File: config.mk
export PLATFORM = sky130hd
export DESIGN_NAME = if_fetch_stage
export DESIGN_NICKNAME = d
export VERILOG_FILES = /design/src/rtl/mips32_pkg.sv /design/src/rtl/fetch_redirect_mux.sv /design/src/rtl/if_fetch_stage.sv
export SDC_FILE = /design/constraint.sdc
export NUM_CORES = 1
export LEC_CHECK = 0
export ABC_AREA = 1
export CAP_MARGIN = 20
export CORE_MARGIN = 4
export CORE_UTILIZATION = 30
export DETAILED_ROUTE_END_ITERATION = 10
export PLACE_DENSITY = 0.52
export SLEW_MARGIN = 0
export SYNTH_ARGS = -nofsm -noshare
export SYNTH_HDL_FRONTEND = slang
export SYNTH_HIERARCHICAL = 1
export SYNTH_SLANG_ARGS = --single-unit
File: constraint.sdc
create_clock -name i_clk -period 1.8 [get_ports i_clk]
set_input_delay 0.27 -clock i_clk [delete_from_list [all_inputs] [get_ports i_clk]]
set_output_delay 0.27 -clock i_clk [all_outputs]
set_load 0.01 [all_outputs]
File: src/rtl/mips32_pkg.sv
// Shared definitions for the mips32 pipeline: fetch FSM encoding and architectural constants.
package mips32_pkg;

    typedef enum logic [1:0] {
        FETCH = 2'd0,
        DRAIN = 2'd1,
        HOLD  = 2'd2
    } fetch_state_t;

    localparam logic [31:0] MIPS_NOP      = 32'h00000000;  // sll $0,$0,0
    localparam logic [31:0] MIPS_RESET_PC = 32'h00000000;

    // Sequential PC advance; wraps modulo 2^32.
    function automatic logic [31:0] next_pc(input logic [31:0] pc);
        return pc + 32'd4;
    endfunction

endpackage

File: src/rtl/fetch_redirect_mux.sv
// Merges branch and jump redirect requests into one redirect and target; branch has priority.
module fetch_redirect_mux (
    input  logic        i_branchTaken,
    input  logic [31:0] i_branchTarget,
    input  logic        i_jump,
    input  logic [31:0] i_jumpTarget,
    output logic        o_redirect,
    output logic [31:0] o_target
);

    assign o_redirect = i_branchTaken | i_jump;
    assign o_target   = i_branchTaken ? i_branchTarget : i_jumpTarget;

endmodule

File: src/rtl/if_fetch_stage.sv
// Instruction-fetch stage: owns the fetch PC, runs the imem req/ack handshake and feeds a
// one-entry slot into IF/ID, discarding wrong-path data after redirects.
module if_fetch_stage
    import mips32_pkg::*;
#(
    parameter logic [31:0] RESET_PC = MIPS_RESET_PC,
    parameter logic [31:0] NOP_INST = MIPS_NOP
) (
    input  logic        i_clk,
    input  logic        i_rst,
    input  logic        i_stall,
    input  logic        i_branchTaken,
    input  logic [31:0] i_branchTarget,
    input  logic        i_jump,
    input  logic [31:0] i_jumpTarget,
    output logic        o_imemReq,
    output logic [31:0] o_imemAddr,
    input  logic        i_imemAck,
    input  logic [31:0] i_imemData,
    output logic [31:0] o_pcOut,
    output logic [31:0] o_instOut,
    output logic        o_validOut
);

    fetch_state_t r_state;
    logic [31:0]  r_addr;
    logic [31:0]  r_pc;
    logic [31:0]  r_inst;
    logic         r_valid;
    logic [31:0]  r_holdInst;
    logic [31:0]  r_holdPc;
    logic [31:0]  r_savedTarget;

    logic         w_redirect;
    logic [31:0]  w_target;
    logic         w_accept;
    logic [31:0]  w_addrNext;

    fetch_redirect_mux u_redirect_mux (
        .i_branchTaken (i_branchTaken),
        .i_branchTarget(i_branchTarget),
        .i_jump        (i_jump),
        .i_jumpTarget  (i_jumpTarget),
        .o_redirect    (w_redirect),
        .o_target      (w_target)
    );

    assign w_accept   = !r_valid || !i_stall;
    assign w_addrNext = next_pc(r_addr);

    // Request is live in FETCH and DRAIN; HOLD parks the fetch until the slot frees.
    assign o_imemReq  = !i_rst && (r_state != HOLD);
    assign o_imemAddr = r_addr;
    assign o_pcOut    = r_pc;
    assign o_instOut  = r_inst;
    assign o_validOut = r_valid;

    always_ff @(posedge i_clk) begin
        if (i_rst) begin
            r_state       <= FETCH;
            r_addr        <= RESET_PC;
            r_pc          <= 32'h0;
            r_inst        <= NOP_INST;
            r_valid       <= 1'b0;
            r_holdInst    <= 32'h0;
            r_holdPc      <= 32'h0;
            r_savedTarget <= 32'h0;
        end else begin
            // Downstream took the slot; a refill below overrides this.
            if (r_valid && !i_stall) begin
                r_valid <= 1'b0;
                r_inst  <= NOP_INST;
            end

            case (r_state)
                FETCH: begin
                    if (i_imemAck) begin
                        if (w_redirect) begin
                            r_addr <= w_target;
                        end else if (w_accept) begin
                            r_inst  <= i_imemData;
                            r_pc    <= w_addrNext;
                            r_valid <= 1'b1;
                            r_addr  <= w_addrNext;
                        end else begin
                            r_holdInst <= i_imemData;
                            r_holdPc   <= w_addrNext;
                            r_addr     <= w_addrNext;
                            r_state    <= HOLD;
                        end
                    end else if (w_redirect) begin
                        r_savedTarget <= w_target;
                        r_state       <= DRAIN;
                    end
                end

                DRAIN: begin
                    // The outstanding request must complete before the address can change.
                    if (i_imemAck) begin
                        r_addr  <= w_redirect ? w_target : r_savedTarget;
                        r_state <= FETCH;
                    end else if (w_redirect) begin
                        r_savedTarget <= w_target;
                    end
                end

                HOLD: begin
                    if (w_redirect) begin
                        r_addr  <= w_target;
                        r_state <= FETCH;
                    end else if (!i_stall) begin
                        r_inst  <= r_holdInst;
                        r_pc    <= r_holdPc;
                        r_valid <= 1'b1;
                        r_state <= FETCH;
                    end
                end

                default: r_state <= FETCH;
            endcase

            if (w_redirect) begin
                r_valid <= 1'b0;
                r_inst  <= NOP_INST;
            end
        end
    end

endmodule
### After elaboration in Yosys (flattened, before gate mapping)

Index checks and enable logic that the tools add are counted.
W data, S select, Z words.

* output and inout port bits: 98
* word-level logic and storage cells: 74
* register bits: 195

* bitwise gates (word level): 4
* add/subtract/negate cells: 1
* reduce and logical (&&, ||, !) cells: 16
* muxes and demuxes: 31
* equal/unequal tests: 14

Operators with widths (number)
* $mux W32: 15
* $pmux W32 S2: 2
* $pmux W32 S3: 1
* $add A32 B3 Y32 const B: 1
* $mux W2: 7
* $ne A2 B2 Y1 const B: 7
* $ne A3 B2 Y1 const B: 3
* $reduce_and A4 Y1: 2
* $pmux W2 S3: 1
* $reduce_and A6 Y1: 1
* $reduce_and A5 Y1: 1
* $mux W1: 4
* $reduce_or A2 Y1: 2
* $logic_not A1 Y1: 3
* $ne A3 B3 Y1 const B: 1
* $not A1 Y1: 3
* $reduce_bool A3 Y1: 1
* $eq A2 B1 Y1 const B: 1
* $eq A2 B2 Y1 const B: 1
* $logic_and A1 B1 Y1: 2
* $logic_not A2 Y1: 1
* $ne A2 B1 Y1 const B: 1
* $pmux W1 S2: 1
* $reduce_and A2 Y1: 1
* other kinds (3): 3

### Depth between registers and ports, before layout

Gate-level depths: netlist (run 1).

* depth in word-level cells: 6
* mapped depth: 12
* gate-level depth less buffers: 12

### Hierarchy

Netlist (run 1), hierarchy kept.

By module, submodules not included
* if_fetch_stage: instances 1, area an instance 9845.7 µm², sequential area each 3903.7 µm², cells each 1433
* fetch_redirect_mux: instances 1, area an instance 440.4 µm², sequential area each 0.0 µm², cells each 105

### Least setup slack after synthesis (run 1)

OpenSTA, ideal clock, no wires.

* path type: reg-to-reg
* start point: register r_state[0]
* end point: register r_pc[17] (netlist: o_pcOut[17])
* arrival time: 1576 ps
* path buffers: 2
* stages on the path, launching flop included: 11
* period minus slack after synthesis: 1695 ps
* setup slack: 105 ps
* cell sequence: dfxtp_1 -> inv_1 -> ha_1 -> buf_2 -> nand2_1 -> inv_2 -> nor2_2 -> nand3_4 -> buf_2 -> a21oi_1 -> a21oi_1

* longest elaborated chain between the ends: 3
* elaborated cells on any way between the ends: 10
* classes of those cells: eq/ne: 6; mux: 1; reduce/logical: 3

RTL lines
* from (decl): line if_fetch_stage.sv:25 `fetch_state_t r_state;`
* from (signal assigned): line if_fetch_stage.sv:60 `r_state <= FETCH;`
* from (signal assigned): line if_fetch_stage.sv:89 `r_state <= HOLD;`
* from (signal assigned): line if_fetch_stage.sv:93 `r_state <= DRAIN;`
* $eq A2 B2 Y1 / $logic_not A2 Y1 (equally long branches): line if_fetch_stage.sv:75 `case (r_state)`
* $ne A2 B2 Y1 (no line) / $reduce_bool A2 Y1 (equally long branches)
* $reduce_and A6 Y1 (no line)
* to (signal assigned): line if_fetch_stage.sv:82 `r_pc <= w_addrNext;`
* to (signal assigned): line if_fetch_stage.sv:113 `r_pc <= r_holdPc;`
* to (decl): line if_fetch_stage.sv:27 `logic [31:0] r_pc;`

Parallel ways exist; a longest one is shown, timed or not.
A chain may end at the register's enable or synchronous reset.

### Final worst setup path (run 1)

* start point: register r_addr[26] (netlist: o_imemAddr[26])
* end point: output port o_imemAddr[26]

RTL lines
* from (decl): line if_fetch_stage.sv:26 `logic [31:0] r_addr;`
* from (signal assigned): line if_fetch_stage.sv:79 `r_addr <= w_target;`
* from (signal assigned): line if_fetch_stage.sv:84 `r_addr <= w_addrNext;`
* from (signal assigned): line if_fetch_stage.sv:88 `r_addr <= w_addrNext;`
* to (decl): line if_fetch_stage.sv:17 `output logic [31:0] o_imemAddr,`

No word-level cell between the ends.

==> flow_metrics.py, run 1 <==
metrics = {
    "status": {
        "outcome": "completed",
    },
    "floorplanning": {
        "die-width_microns": 193,
        "floorplan.io_pins": 200,
        "design.die.area_sq_um": 37300,
        "core-area_sq_um": 33700,
        "die_h_microns": 193,
        "rows": 67,
        "floorplan.initialDensity_pct": 30.5,
    },
    "finish": {
        "final_core_util_pct": 43.6,
        "layout-area-overhead-vs-synth_pct": 42.9,
        "area_of_the_multi_input_gates_sq_um": 5560,
        "final-seq-area_sq_um": 3930,
        "post_route_insts_no_fill": 2264,
        "ant_cells": 0,
        "drive_above_1_share_pct": 16.0,
        "nNetsFinal": 1910,
        "fill_cells": 3439,
    },
    "global_route": {
        "globalRouteTotalUtil_pct": 18.5,
        "grt_pass1_wl_mm": 55.0,
        "antenna_found_initial": 1,
        "grt_pass1_vias": 9961,
        "grt_max_degree": 63,
        "grt.overflow.total": 0,
    },
    "placement": {
        "dp_slack_ns": -0.366,
        "port-buffer-count": 199,
        "gp_congestion": 0.839,
        "placedCellCount": 2221,
        "place_hpwl_mm": 24.6,
    },
    "sta": {
        "final_hold_viol_count": 0,
        "fin_worst_hold_slack_ns": 0.412,
        "timing.max_slew.rel_slack_pct": 73.6,
        "worstMarginPinSlew_ns": 0.396,
        "fmax_ghz": 0.572,
        "maxSlewViolCount": 0,
        "final.min_clock_period_ns": 1.75,
        "final.setup_skew_ns": 0.0110,
        "finalSetupViolations": 0,
        "post-route-worst-setup-slack_ns": 0.0529,
        "setup_repair_after_global_routing_missed_its_margin": "true",
        "min_period_over_period_pct": 97.1,
    },
    "clocking": {
        "cts-htree-levels": 4,
        "cts_max_path_buffers": 2,
        "clock_insertion_delay_worst_skew_ns": 0.44,
        "reg_clk_slew_reported_paths_ns": 0.08,
        "clock-sinks": 195,
        "numCtsBuffers": 17,
        "cts.root.buffer_cell": "clkbuf_16",
        "cts_tree": "yes",
    },
    "synth": {
        "synth_top_family_by_area": "simple AND/OR/NAND/NOR gates",
        "syn_inst": 1538,
        "flip_flop_and_latch_count_after_synthesis": 195,
        "post_synth_xor_area_fraction_pct": 1.72,
        "synth_nets": 1645,
        "post_synth_fa_ha_maj_area_fraction_pct": 0.608,
        "synth_top_cells_by_count": "nand2_1 (452), a21oi_1 (204), dfxtp_1 (195), o21ai_0 (163), nor2_1 (129)",
        "synth_largest_area_cell": "dfxtp_1",
        "synth_area_sq_um": 10300,
        "yosys_warnings": 6,
        "post_synth_and_or_nand_nor_area_fraction_pct": 27.4,
        "mux_share_of_post_synthesis_cell_area_pct": 0,
        "synthDominantCellAreaShare_pct": 38.0,
        "avgSynthCellArea_sq_um": 6.69,
        "synth_enable_flop_cells": 0,
        "postSynth.asyncResetShare_pct": 0,
        "synth.most_common_cell": "nand2_1",
        "post_synth_num_cell_types": 43,
        "synth_top_flop_cell": "dfxtp_1",
        "yosysSeqAreaShare_pct": 38.0,
        "synth_compound_gate_area_share_pct": 22.9,
        "synth_area_leaders": "dfxtp_1 (38%), nand2_1 (16%), a21oi_1 (9.9%), o21ai_0 (7.9%), nor2_1 (4.7%)",
    },
    "pwr": {
        "clock_power_share_pct": 19.9,
        "power_frac_comb_pct": 50.6,
        "power_density_nw_per_um2": 1350,
        "p_leak_nw": 6.33,
        "power_switching_mw": 8.20,
        "switching_share_pct": 41.3,
        "seqPwrFrac_pct": 29.5,
        "cellInternalPower_mw": 11.7,
        "ir_worst_vdd_v": 0.000746,
        "post-layout-total-power_mw": 19.9,
    },
    "drt": {
        "routed.top_layer": "met5",
        "firstDrtPassIters": 6,
        "drt_initial_violations": 658,
        "detail_route.wl_per_cell_microns": 16.4,
        "ant_nets": 0,
        "routed-via-count": 10893,
        "route.met2.wl_mm": 17.2,
        "met3_length_mm": 2.06,
        "vias_per_instance": 4.81,
        "drc": 0,
        "drt-met1-wl_mm": 17.6,
        "postRouteWirelength_mm": 37.2,
    },
    "worst_hold_path": {
        "worstHoldPathType": "primary input to register",
    },
    "setup_path": {
        "worstSetupEndpointType": "primary output",
        "cell_family_contributing_the_most_delay_on_the_critical_path": "buffers and inverters",
        "setup.worst_path.start_class": "register",
        "critical_path_class": "register to primary output",
        "critPathRequiredTime_ns": 1.53,
        "critical_path.max_stage_delay_ns": 0.57,
        "cp.arrival_ns": 1.48,
        "cell_with_the_biggest_individual_delay_on_the_critical_path": "clkdlybuf4s50_1",
        "worstPathMaxFanout": 5,
        "total_buffers_and_inverters_traversed_by_the_critical_path": 2,
        "worstPathCellList": "buf_4 -> clkdlybuf4s50_1",
    },
    "job": {
        "drv_cap": 0,
    },
}
==> cell usage in the layout, fill, tap and decap left out, drive strengths merged, types with 5 or more instances in the layout <==
master | Yosys | routed
a31oi | 18 | 18
clkdlybuf4s50 | 1 | 180
nand2 | 460 | 460
nor2 | 145 | 145
ha | 5 | 5
a221oi | 11 | 11
clkinv | 1 | 9
o21ai | 175 | 175
dlymetal6s2s | 0 | 13
clkbuf | 52 | 24
nand3b | 6 | 6
xor2 | 11 | 11
nand3 | 57 | 57
inv | 102 | 107
buf | 53 | 149
dfxtp | 195 | 195
a211oi | 12 | 12
a41oi | 10 | 10
a21oi | 206 | 206
==> logic make-up after synthesis <==
family,after synthesis
XOR/XNOR,15
AO/OA/AOI/OAI,436
AND/OR/NAND/NOR,677
flip-flops,195
adder cells (fa/ha/maj),5
buffers and inverters,210
==> per-layer routing <==
metal	vias to the layer above	global-route usage [%]
met1	5003	26.5
met2	286	29.2
met3	22	3.49
met5	-	0
met4	2	4.14
li1	5580	-
==> registers in the layout (all words and copies together) (netlist names) <==
name,flops
o_pcOut,32
r_savedTarget,32
o_instOut,32
r_state,2
r_holdInst,32
r_holdPc,32
o_validOut,1
o_imemAddr,32
==> final timing paths <==
path | startpoint | to | slack (ns) | cells after the start
setup / recovery | o_imemAddr[26]$_SDFFE_PP0P_ | o_imemAddr[26] | 0.05 | 2
hold / removal | i_rst | o_pcOut[23]$_SDFFE_PP0P_ | 0.41 | 4
setup reg to reg | r_state[0]$_SDFFE_PP0P_ | o_pcOut[28]$_SDFFE_PP0P_ | 0.08 | 11
hold reg to reg | r_holdInst[18]$_SDFFE_PP0P_ | r_holdInst[18]$_SDFFE_PP0P_ | 0.46 | 2
==> worst min-delay path: cells and delay by family <==
kind	cells	cell delay, ns
buffers and inverters	2	0.37
AOI/OAI and AO/OA	2	0.16
==> through the flow <==
stage,area (sq um),setup TNS [ns]
floorplan,10300,0
global placement,13600,-45.60
detailed placement,13600,-47.19
CTS,14300,-0.0332
global route,14700,-0.0663
finish,14700,0
==> power by group through the flow <==
| stage | combinational (mW) | sequential [mW] | clock [mW] |
|---|---|---|---|
| finish | 10.0 | 5.85 | 3.95 |
| global route | 11.0 | 5.95 | 4.24 |
| CTS | 9.44 | 5.80 | 4.08 |
| detailed placement | 9.19 | 5.86 | 0 |
| global placement | 9.15 | 5.86 | 0 |
| floorplan | 4.34 | 6.08 | 0 |
==> timing repair <==
item | CTS | global route
buffers inserted | 1 | 2
resized for setup | 26 | 80
pin swaps | 2 | 14
hold buffers | 0 | 0
cloned | 1 | 8
setup endpoints to repair | 34 | 145
==> cell type report <==
type	instances	share of cell area, %
Sequential cell	195	26.7
Inverter	103	2.73
Clock inverter	15	1.27
Timing Repair Buffer	353	24.7
Clock buffer	17	2.89
Multi-Input combinational cell	1133	37.8
Tap cell	448	3.81
No activity file was read; power rests on OpenSTA's default activity.
==> inputs of run 2 (changes only) <==
--- a/config.mk
+++ b/config.mk
@@ -11,7 +11,6 @@
 export CORE_UTILIZATION = 30
 export DETAILED_ROUTE_END_ITERATION = 10
 export PLACE_DENSITY = 0.52
-export SLEW_MARGIN = 0
 export SYNTH_ARGS = -nofsm -noshare
 export SYNTH_HDL_FRONTEND = slang
 export SYNTH_HIERARCHICAL = 1
==> results of run 2 <==
No change in the layout: final DEF, timing and power equal those of run 1.
